**src/rtl/heartbeat_watchdog.sv**
```systemverilog
// Heartbeat watchdog: counts cycles since the last keep-alive, flags warning, then a sticky trigger.
// Define WATCHDOG_HEARTBEAT_EDGE_EN to count only rising edges of heartbeat.
module heartbeat_watchdog #(
  parameter logic [31:0] TIMEOUT_CYCLES = 32'd625_000_000,
  parameter logic [31:0] WARN_CYCLES    = 32'd500_000_000
) (
  input  logic        clk,
  input  logic        rst,
  input  logic        enable,
  input  logic        heartbeat,
  input  logic        force_reset,
  output logic [31:0] counter,
  output logic        warning,
  output logic        triggered
);

  if (TIMEOUT_CYCLES < 32'd2) begin : g_bad_timeout
    $fatal(1, "heartbeat_watchdog: TIMEOUT_CYCLES must be at least 2");
  end
  if (WARN_CYCLES < 32'd1 || WARN_CYCLES >= TIMEOUT_CYCLES) begin : g_bad_warn
    $fatal(1, "heartbeat_watchdog: WARN_CYCLES must be in 1..TIMEOUT_CYCLES-1");
  end

  logic        hb_event;
  logic [31:0] count_inc;
  logic [31:0] counter_next;
  logic        warning_next;
  logic        triggered_next;

`ifdef WATCHDOG_HEARTBEAT_EDGE_EN
  // A stuck-high heartbeat must not keep the watchdog alive, so only 0->1 counts.
  logic heartbeat_q;

  always_ff @(posedge clk or posedge rst) begin
    if (rst) heartbeat_q <= 1'b0;
    else     heartbeat_q <= heartbeat;
  end

  assign hb_event = heartbeat & ~heartbeat_q;
`else
  assign hb_event = heartbeat;
`endif

  assign count_inc = counter + 32'd1;

  always_comb begin
    counter_next   = counter;
    warning_next   = warning;
    triggered_next = triggered;
    if (!enable || force_reset) begin
      counter_next   = '0;
      warning_next   = 1'b0;
      triggered_next = 1'b0;
    end else if (triggered) begin
      counter_next = TIMEOUT_CYCLES;
      warning_next = 1'b1;
    end else if (hb_event) begin
      counter_next = '0;
      warning_next = 1'b0;
    end else begin
      // Flags follow the incremented value so they rise on the same edge.
      counter_next   = count_inc;
      warning_next   = warning | (count_inc >= WARN_CYCLES);
      triggered_next = (count_inc == TIMEOUT_CYCLES);
    end
  end

  always_ff @(posedge clk or posedge rst) begin
    if (rst) begin
      counter   <= '0;
      warning   <= 1'b0;
      triggered <= 1'b0;
    end else begin
      counter   <= counter_next;
      warning   <= warning_next;
      triggered <= triggered_next;
    end
  end

endmodule

```
**config.mk**
```make
export PLATFORM = sky130hd
export DESIGN_NAME = heartbeat_watchdog
export DESIGN_NICKNAME = d
export VERILOG_FILES = /design/src/rtl/heartbeat_watchdog.sv
export SDC_FILE = /design/constraint.sdc
export NUM_CORES = 1
export LEC_CHECK = 0
export BUFFER_PORTS_ARGS = -buffer_cell sky130_fd_sc_hd__clkbuf_2
export CAP_MARGIN = 20
export CELL_PAD_IN_SITES_DETAIL_PLACEMENT = 0
export CELL_PAD_IN_SITES_GLOBAL_PLACEMENT = 1
export CORE_MARGIN = 2
export CORE_UTILIZATION = 40
export DETAILED_ROUTE_END_ITERATION = 8
export PLACE_DENSITY = 0.87
export SETUP_SLACK_MARGIN = 0.15
export SYNTH_ARGS = -nofsm -noshare
export SYNTH_HDL_FRONTEND = slang
export SYNTH_SLANG_ARGS = --single-unit
export TNS_END_PERCENT = 50
```
**constraint.sdc**
```tcl
create_clock -name clk -period 7.8 [get_ports clk]
set_input_delay 1.56 -clock clk [delete_from_list [all_inputs] [get_ports clk]]
set_output_delay 1.56 -clock clk [all_outputs]
set_load 0.02 [all_outputs]
```
Word level (Yosys, flattened, before mapping)

Cells that the tools add are included.

Output and inout bits: 34
Bits in registers: 34
Bits of input ports: 5
Word-level logic and storage cells: 18

Equality and inequality tests: 1
Bitwise gates (word level): 1
$add $sub $neg: 1
Reduce and logical (&&, ||, !) cells: 2
Multiplexer cells: 9
Order comparisons: 1

Operator list:

| cell                  | count |
|---|---|
| $mux 32               | 3 |
| $add 32x1->32 const B | 1 |
| $eq 32x30->1 const B  | 1 |
| $ge 32x29->1 const B  | 1 |
| $mux 1                | 6 |
| $logic_not 1->1       | 1 |
| $logic_or 1x1->1      | 1 |
| $or 1x1->1            | 1 |

Longest topological paths before layout

Gate-level depths: netlist (run 1).

Word-level depth: 6
Mapped depth: 9
Depth with buffers taken out: 8

Worst setup path before layout (run 1)

OpenSTA, ideal clock, no wires.

Path kind: input to register
Start: input port force_reset
End: register triggered
Library setup time: 95 ps
Cell stages on the path: 6
Setup slack: 4,776 ps
Data arrival time: 2,928 ps
Path buffers: 0
Data required time: 7,705 ps
Cell sequence: nor3b_1 o21ai_0 nor2_1 nand2_1 or4_1 o31ai_1

Cells in the longest elaborated chain, start to end: 2

RTL lines:

| what                     | RTL line | text |
|---|---|---|
| from (decl)              | 11       | `input logic force_reset,` |
| $logic_or 1x1->1         | 50       | `if (!enable \|\| force_reset) begin` |
| $mux 1                   | 50       |  |
| named net triggered_next | 28       | `logic triggered_next;` |
| to (signal assigned)     | 76       | `triggered <= triggered_next;` |
| to (decl)                | 14       | `output logic triggered` |

The timed path passes the listed nets, and every way through them passes these cells.

Final worst setup path (run 1)

Start: register counter[5]
End: register triggered

Cells in the longest elaborated chain, start to end: 5

RTL lines:

| what                     | RTL line | text |
|---|---|---|
| from (decl)              | 12       | `output logic [31:0] counter,` |
| from (signal assigned)   | 74       | `counter <= counter_next;` |
| $add 32x1->32            | 44       | `assign count_inc = counter + 32'd1;` |
| $eq 32x30->1             | 64       | `triggered_next = (count_inc == TIMEOUT_CYCLES);` |
| $mux 1                   | 57       | `end else if (hb_event) begin` |
| $mux 1                   | 54       | `end else if (triggered) begin` |
| $mux 1                   | 50       |  |
| named net triggered_next | 28       |  |

The timed path passes the listed nets, and every way through them passes these cells.

==> impl_metrics.env, run 1 <==
export IMPL_outcome="finished clean"
export IMPL_diodes=0
export IMPL_io_pins=39
export IMPL_synth_seq_cells=34
export IMPL_finalSetupViolCount=0
export IMPL_ys_seq_area_frac=0.3672
export IMPL_wl_um=6008
export IMPL_finClkSkew_ns=0.009753
export IMPL_ys_flop_type="dfrtp_1"
export IMPL_synth_top_area_share=0.3672
export IMPL_hold_class="flip-flop to flip-flop"
export IMPL_holdPathStages=1
export IMPL_reg2reg_depth=7
export IMPL_antenna_found_initial=0
export IMPL_setup_tns_ns=0
export IMPL_hold_violations=0
export IMPL_crit_fanout=14
export IMPL_cts_repair_resized=0
export IMPL_fin_cells=373
export IMPL_final_util=0.4706
export IMPL_drc=0
export IMPL_hp_start="counter[0]"
export IMPL_synth_top_cells_by_count="dfrtp_1 (34), nor2_1 (34), nand2_1 (21)"
export IMPL_regToRegSetupSlack_ns=4.56
export IMPL_worstPathArrival_ns=3.44
export IMPL_regToRegEndpoint="triggered"
export IMPL_grt_pass1_wl_um=9936
export IMPL_synth_mux_area_fraction=0.009179
export IMPL_synth_cell_types=53
export IMPL_worstMarginPinSlew_ns=0.8500
export IMPL_crit_type="flip-flop to flip-flop"
export IMPL_irDropWorstVdd_v=0.00007041
export IMPL_dp_hpwl_um=4265
export IMPL_rsz0062_at_grt="no"
export IMPL_end_kind="flip-flop"
export IMPL_grt_pass1_vias=1984
export IMPL_wl_per_cell_um=16.11
export IMPL_num_fill_cells=541
export IMPL_clk_latency_ns=0.29
export IMPL_cts_setup_buffers=0
export IMPL_cts_root_buffer="clkbuf_8"
export IMPL_start_util=0.4182
export IMPL_min_period_over_period=0.4153
export IMPL_gp_routability_congestion=0.8708
export IMPL_crit_chain="nand4_2 -> nor3_1 -> nand4_1 -> xnor2_1 -> a21bo_1 -> or4_1 -> o31ai_1"
export IMPL_p_total_mw=0.3229
export IMPL_worstSetupStartpointType="flip-flop"
export IMPL_htreeDepth=2
export IMPL_cts_tree="yes"
export IMPL_synthArstFlopShare=1.000
export IMPL_synthAdderAreaFrac=0.005400
export IMPL_max_freq_ghz=0.3087
export IMPL_die_area_sq_um=6418
export IMPL_synth_enable_flop_cells=0
export IMPL_vias=2175
export IMPL_drt_iter0_drc=179
export IMPL_die_h_um=80.11
export IMPL_cp_data_required_time_ns=8.00
export IMPL_clock_path_buffers=2
export IMPL_fp_dieW_um=80.11
export IMPL_r2r_start="counter[5]"
export IMPL_holdWs_ns=0.6147
export IMPL_io_buffer_count=38
export IMPL_drv_slew=0
export IMPL_area_growth_pct=12.53
export IMPL_max_cap_violations=0
export IMPL_cts_buffers=5
export IMPL_syn_num_nets=279
export IMPL_cp_slowest_cell="nor3_1"
export IMPL_cts_num_sinks=34
export IMPL_antenna_left=0
export IMPL_grt_usage=0.1960
export IMPL_synth_compound_area_frac=0.1204
export IMPL_fin_crit_ns=3.240
export IMPL_viasPerCell=5.831
export IMPL_synth_xor_area_frac=0.1134
export IMPL_cp_buffers_inverters=0
export IMPL_grt_max_degree=35
export IMPL_holdBufCountCts=0
export IMPL_core_area_sq_um=5540
export IMPL_synth_area_sq_um=2317
export IMPL_netlist_instances=273
export IMPL_slowest_delay_ns=0.68
export IMPL_fp_row_count=27
export IMPL_yosys_area_top_type="dfrtp_1"
export IMPL_worst_slack_ns=4.560
export IMPL_p_leak_nw=1.080
export IMPL_p_per_area_nw_per_um2=123.8
export IMPL_synth_top_family_by_area="simple AND/OR/NAND/NOR gates"
export IMPL_cp_top_family="simple AND/OR/NAND/NOR gates"
export IMPL_syn_mean_instance_area_sq_um=8.488
export IMPL_drt_pass1_iter_count=5
export IMPL_slew_headroom=0.4333
export IMPL_gr_total_overflow=0
export IMPL_place_ws_ns=4.330
export IMPL_stdcell_area_sq_um=2608
export IMPL_dpl_cell_area_sq_um=2516
export IMPL_clkTransAtPathRegs_ns=0.07
export IMPL_synthSimpleGateAreaFrac=0.3380
export IMPL_synth_warnings=0
export IMPL_hold_end="counter[0]"
export IMPL_placed_cells_incl_taps=365
export IMPL_fin_nets=306
export IMPL_netlist_top_cells_area="dfrtp_1 (37%), xnor2_1 (6.4%), nor2_1 (5.5%)"
export IMPL_drive_above_1_share=0.2027
[placed cells by master, fill, tap and decap left out, types with 5 or more instances in the layout]
cell type	synthesis	layout
nor2_1	34	34
a21oi_1	10	10
nand3_1	15	15
nor3_1	10	10
clkbuf_8	0	6
nand2_1	21	21
xor2_1	13	13
inv_1	5	5
clkbuf_2	2	38
dfrtp_1	34	34
nor4_1	6	6
nand2b_1	5	5
xnor2_1	17	17
nand4_1	12	12
o21ai_0	13	13
[area by class of cell]
cell class                      instances  area (sq um)  area share
Sequential cell                        34         850.8      0.3263
Timing Repair Buffer                   39         197.7     0.07582
Multi-Input combinational cell        215          1359      0.5211
Tap cell                               72         90.09     0.03455
Inverter                                5         18.77    0.007198
Clock inverter                          1         5.005    0.001919
Clock buffer                            7         86.33     0.03311
[kinds of logic after synthesis]
kind of cell,after synthesis
DFF,34
AOI/OAI and AO/OA,43
muxes,2
buffers and inverters,24
adders and majority gates,1
xor gates and xnor gates,30
and+or+nand+nor,139
[sequential cells by signal (all words and copies together), names as in the netlist]
signal / cells
counter: 32
triggered: 1
warning: 1
[report_power, final]
part | internal [mW] | total [mW] | switching (mW)
Sequential | 0.176 | 0.177 | 0.000577
Clock | 0.0713 | 0.137 | 0.0660
Combinational | 0.00192 | 0.00860 | 0.00668
Total | 0.250 | 0.323 | 0.0732
[how the worst max path moves through the flow]
stage                     start         to  slack, ns  cells past startpoint
finish               counter[5]  triggered       4.56                      7
detailed placement  force_reset  triggered       4.33                      7
global route         counter[0]  triggered       4.26                      8
global placement    force_reset  triggered       4.48                      7
CTS                  counter[5]  triggered       4.61                      7
floorplan           force_reset  triggered       4.78                      6
[metal layers]
layer  track usage  vias up  part of all wire
met5             0        -                 0
met4       0.06102        0             0.010
met3       0.02697        6             0.073
met2        0.2867      105              0.44
met1        0.2976     1025              0.47
li1              -     1039                 -
Note: power is estimated with default switching activity, not from simulation.
==> run 2: changes to the inputs <==
--- a/config.mk
+++ b/config.mk
@@ -10,7 +10,7 @@
 export CELL_PAD_IN_SITES_DETAIL_PLACEMENT = 0
 export CELL_PAD_IN_SITES_GLOBAL_PLACEMENT = 1
 export CORE_MARGIN = 2
-export CORE_UTILIZATION = 40
+export CORE_UTILIZATION = 38
 export DETAILED_ROUTE_END_ITERATION = 8
 export PLACE_DENSITY = 0.87
 export SETUP_SLACK_MARGIN = 0.15
==> constraint.sdc (replaced) <==
create_clock -name clk -period 2.8 [get_ports clk]
set_input_delay 0.56 -clock clk [delete_from_list [all_inputs] [get_ports clk]]
set_output_delay 0.56 -clock clk [all_outputs]
set_load 0.02 [all_outputs]
==> run 2 against run 1 <==
  * Worst hold slack worse by 0.34 ns
  * Global-route usage up 2.0 points
  * Largest power group unchanged
  * Combinational power grew to 3.3 times the previous value
  * Non-clock buffer count up 47
  * Maximum frequency rose by 20%
  * Sequential share of layout area decreased by 4.7 points
  * Register-to-register slack worse by 4.5 ns
==> impl_metrics.env, run 2 (synthesized netlist as in run 1, its figures left out) <==
export IMPL_fp_dieW_um=82.09
export IMPL_gp_routability_congestion=1.019
export IMPL_slew_headroom=0.4189
export IMPL_p_per_area_nw_per_um2=286.6
export IMPL_antenna_left=0
export IMPL_multi_input_area_sq_um=1449
export IMPL_max_cap_violations=0
export IMPL_cp_buffers_inverters=1
export IMPL_hold_violations=0
export IMPL_grt_usage=0.2161
export IMPL_grt_pass1_wl_um=11010
export IMPL_cts_num_sinks=34
export IMPL_grt_max_degree=23
export IMPL_die_h_um=82.09
export IMPL_drive_above_1_share=0.3506
export IMPL_min_period_over_period=0.9631
export IMPL_wl_per_cell_um=17.24
export IMPL_largest_reg_flops=32
export IMPL_max_freq_ghz=0.3708
export IMPL_area_growth_pct=32.45
export IMPL_regMostFlops="counter"
export IMPL_worstSetupStartpointType="flip-flop"
export IMPL_holdWs_ns=0.2726
export IMPL_cp_slowest_cell="or4_4"
export IMPL_fin_crit_ns=2.697
export IMPL_irDropWorstVdd_v=0.0002383
export IMPL_final_common_cell="buf_4"
export IMPL_fin_nets=353
export IMPL_wl_um=7292
export IMPL_cp_data_required_time_ns=2.97
export IMPL_dpl_cell_area_sq_um=2769
export IMPL_clock_path_buffers=2
export IMPL_num_fill_cells=549
export IMPL_cts_tree="yes"
export IMPL_clk_latency_ns=0.29
export IMPL_crit_type="flip-flop to flip-flop"
export IMPL_grt_pass1_vias=2169
export IMPL_dp_hpwl_um=5063
export IMPL_start_util=0.3914
export IMPL_finalSetupViolCount=0
export IMPL_viasPerCell=5.771
export IMPL_worstMarginPinSlew_ns=0.8716
export IMPL_drc=0
export IMPL_clkTransAtPathRegs_ns=0.07
export IMPL_die_area_sq_um=6739
export IMPL_layout_common_cells="buf_4 (46), clkbuf_2 (38), nor2_1 (34), dfrtp_1 (28), nand2_1 (21)"
export IMPL_htreeDepth=2
export IMPL_fp_row_count=28
export IMPL_vias=2441
export IMPL_rsz0062_at_grt="yes"
export IMPL_antenna_found_initial=0
export IMPL_worstPathArrival_ns=2.87
export IMPL_cts_root_buffer="clkbuf_8"
export IMPL_drt_iter0_drc=202
export IMPL_register_area_sq_um=858.3
export IMPL_hold_class="input pin to asynchronous set/reset pin"
export IMPL_crit_chain="nand3_4 -> buf_6 -> or4_4 -> nor4_4 -> a31o_2 -> or3b_4 -> a221oi_2 -> o31ai_1"
export IMPL_largest_registers="counter (32), triggered (1), warning (1)"
export IMPL_gr_total_overflow=0
export IMPL_diodes=0
export IMPL_finClkSkew_ns=0.007039
export IMPL_cts_buffers=5
export IMPL_setup_tns_ns=0
export IMPL_outcome="finished clean"
export IMPL_crit_fanout=7
export IMPL_p_leak_nw=1.371
export IMPL_core_area_sq_um=5921
export IMPL_end_kind="flip-flop"
export IMPL_drv_slew=0
export IMPL_drt_pass1_iter_count=5
export IMPL_stdcell_area_sq_um=3069
export IMPL_cp_top_family="simple AND/OR/NAND/NOR gates"
export IMPL_slowest_delay_ns=0.60
export IMPL_io_buffer_count=38
export IMPL_io_pins=39
run 2: cell count changes in the layout (fill, tap and decap cells not counted), moves of 2 or more:
cell / previous run / this run
dfrtp_2: 0 / 6
dfrtp_1: 34 / 28
buf_4: 1 / 46
nor4_2: 3 / 1
nor4_4: 0 / 3
run 2: per-layer routing:
metal	share of wire	GRT usage
met2	0.46	0.3276
met1	0.44	0.3150
met5	0	0
met3	0.077	0.03804
met4	0.020	0.06333
run 2: final cells by class:
cell class,instances,share of cell area
multi-input cells,215,0.4721
well taps,75,0.03057
clock buffers,6,0.02364
repair buffers,86,0.1847
flip-flops and latches,34,0.2797
clock inverters,2,0.003261
inverters,5,0.006115
run 2: path summary, 6_finish.rpt:
path                              from         end  slack, ns  cells past startpoint
max reg2reg                counter[13]     warning       0.10                      8
min                                rst  counter[3]       0.27                      2
min in group clk            counter[0]  counter[0]       0.63                      2
min reg2reg                 counter[0]  counter[0]       0.63                      2
max in group asynchronous          rst  counter[6]       1.82                      3
max                        counter[13]     warning       0.10                      8
run 2: report_power, final:
part           total (mW)  switching (mW)  internal (mW)
registers           0.492        0.000796          0.492
clock network       0.358           0.186          0.172
logic              0.0288          0.0216        0.00727
run 2: per-stage QoR:
step	util	setup slack, ns	instances	power [mW]
final	0.5184	0.1033	423	0.8795
after global routing	0.5184	0.07565	423	0.9036
after CTS	0.4844	0.1478	408	0.8843
after detailed placement	0.4677	0.1310	398	0.5304
after global placement	0.4677	0.1969	398	0.5292
after floorplan	-	0.1481	273	0.5183
run 2: repair_timing:
item / CTS / global route
pin swaps: 0 / 11
hold buffers: 0 / 0
hold endpoints to repair: 0 / 0
gates resized for setup: 1 / 16
buffers inserted: 2 / 15
endpoints found under the setup margin: 2 / 2
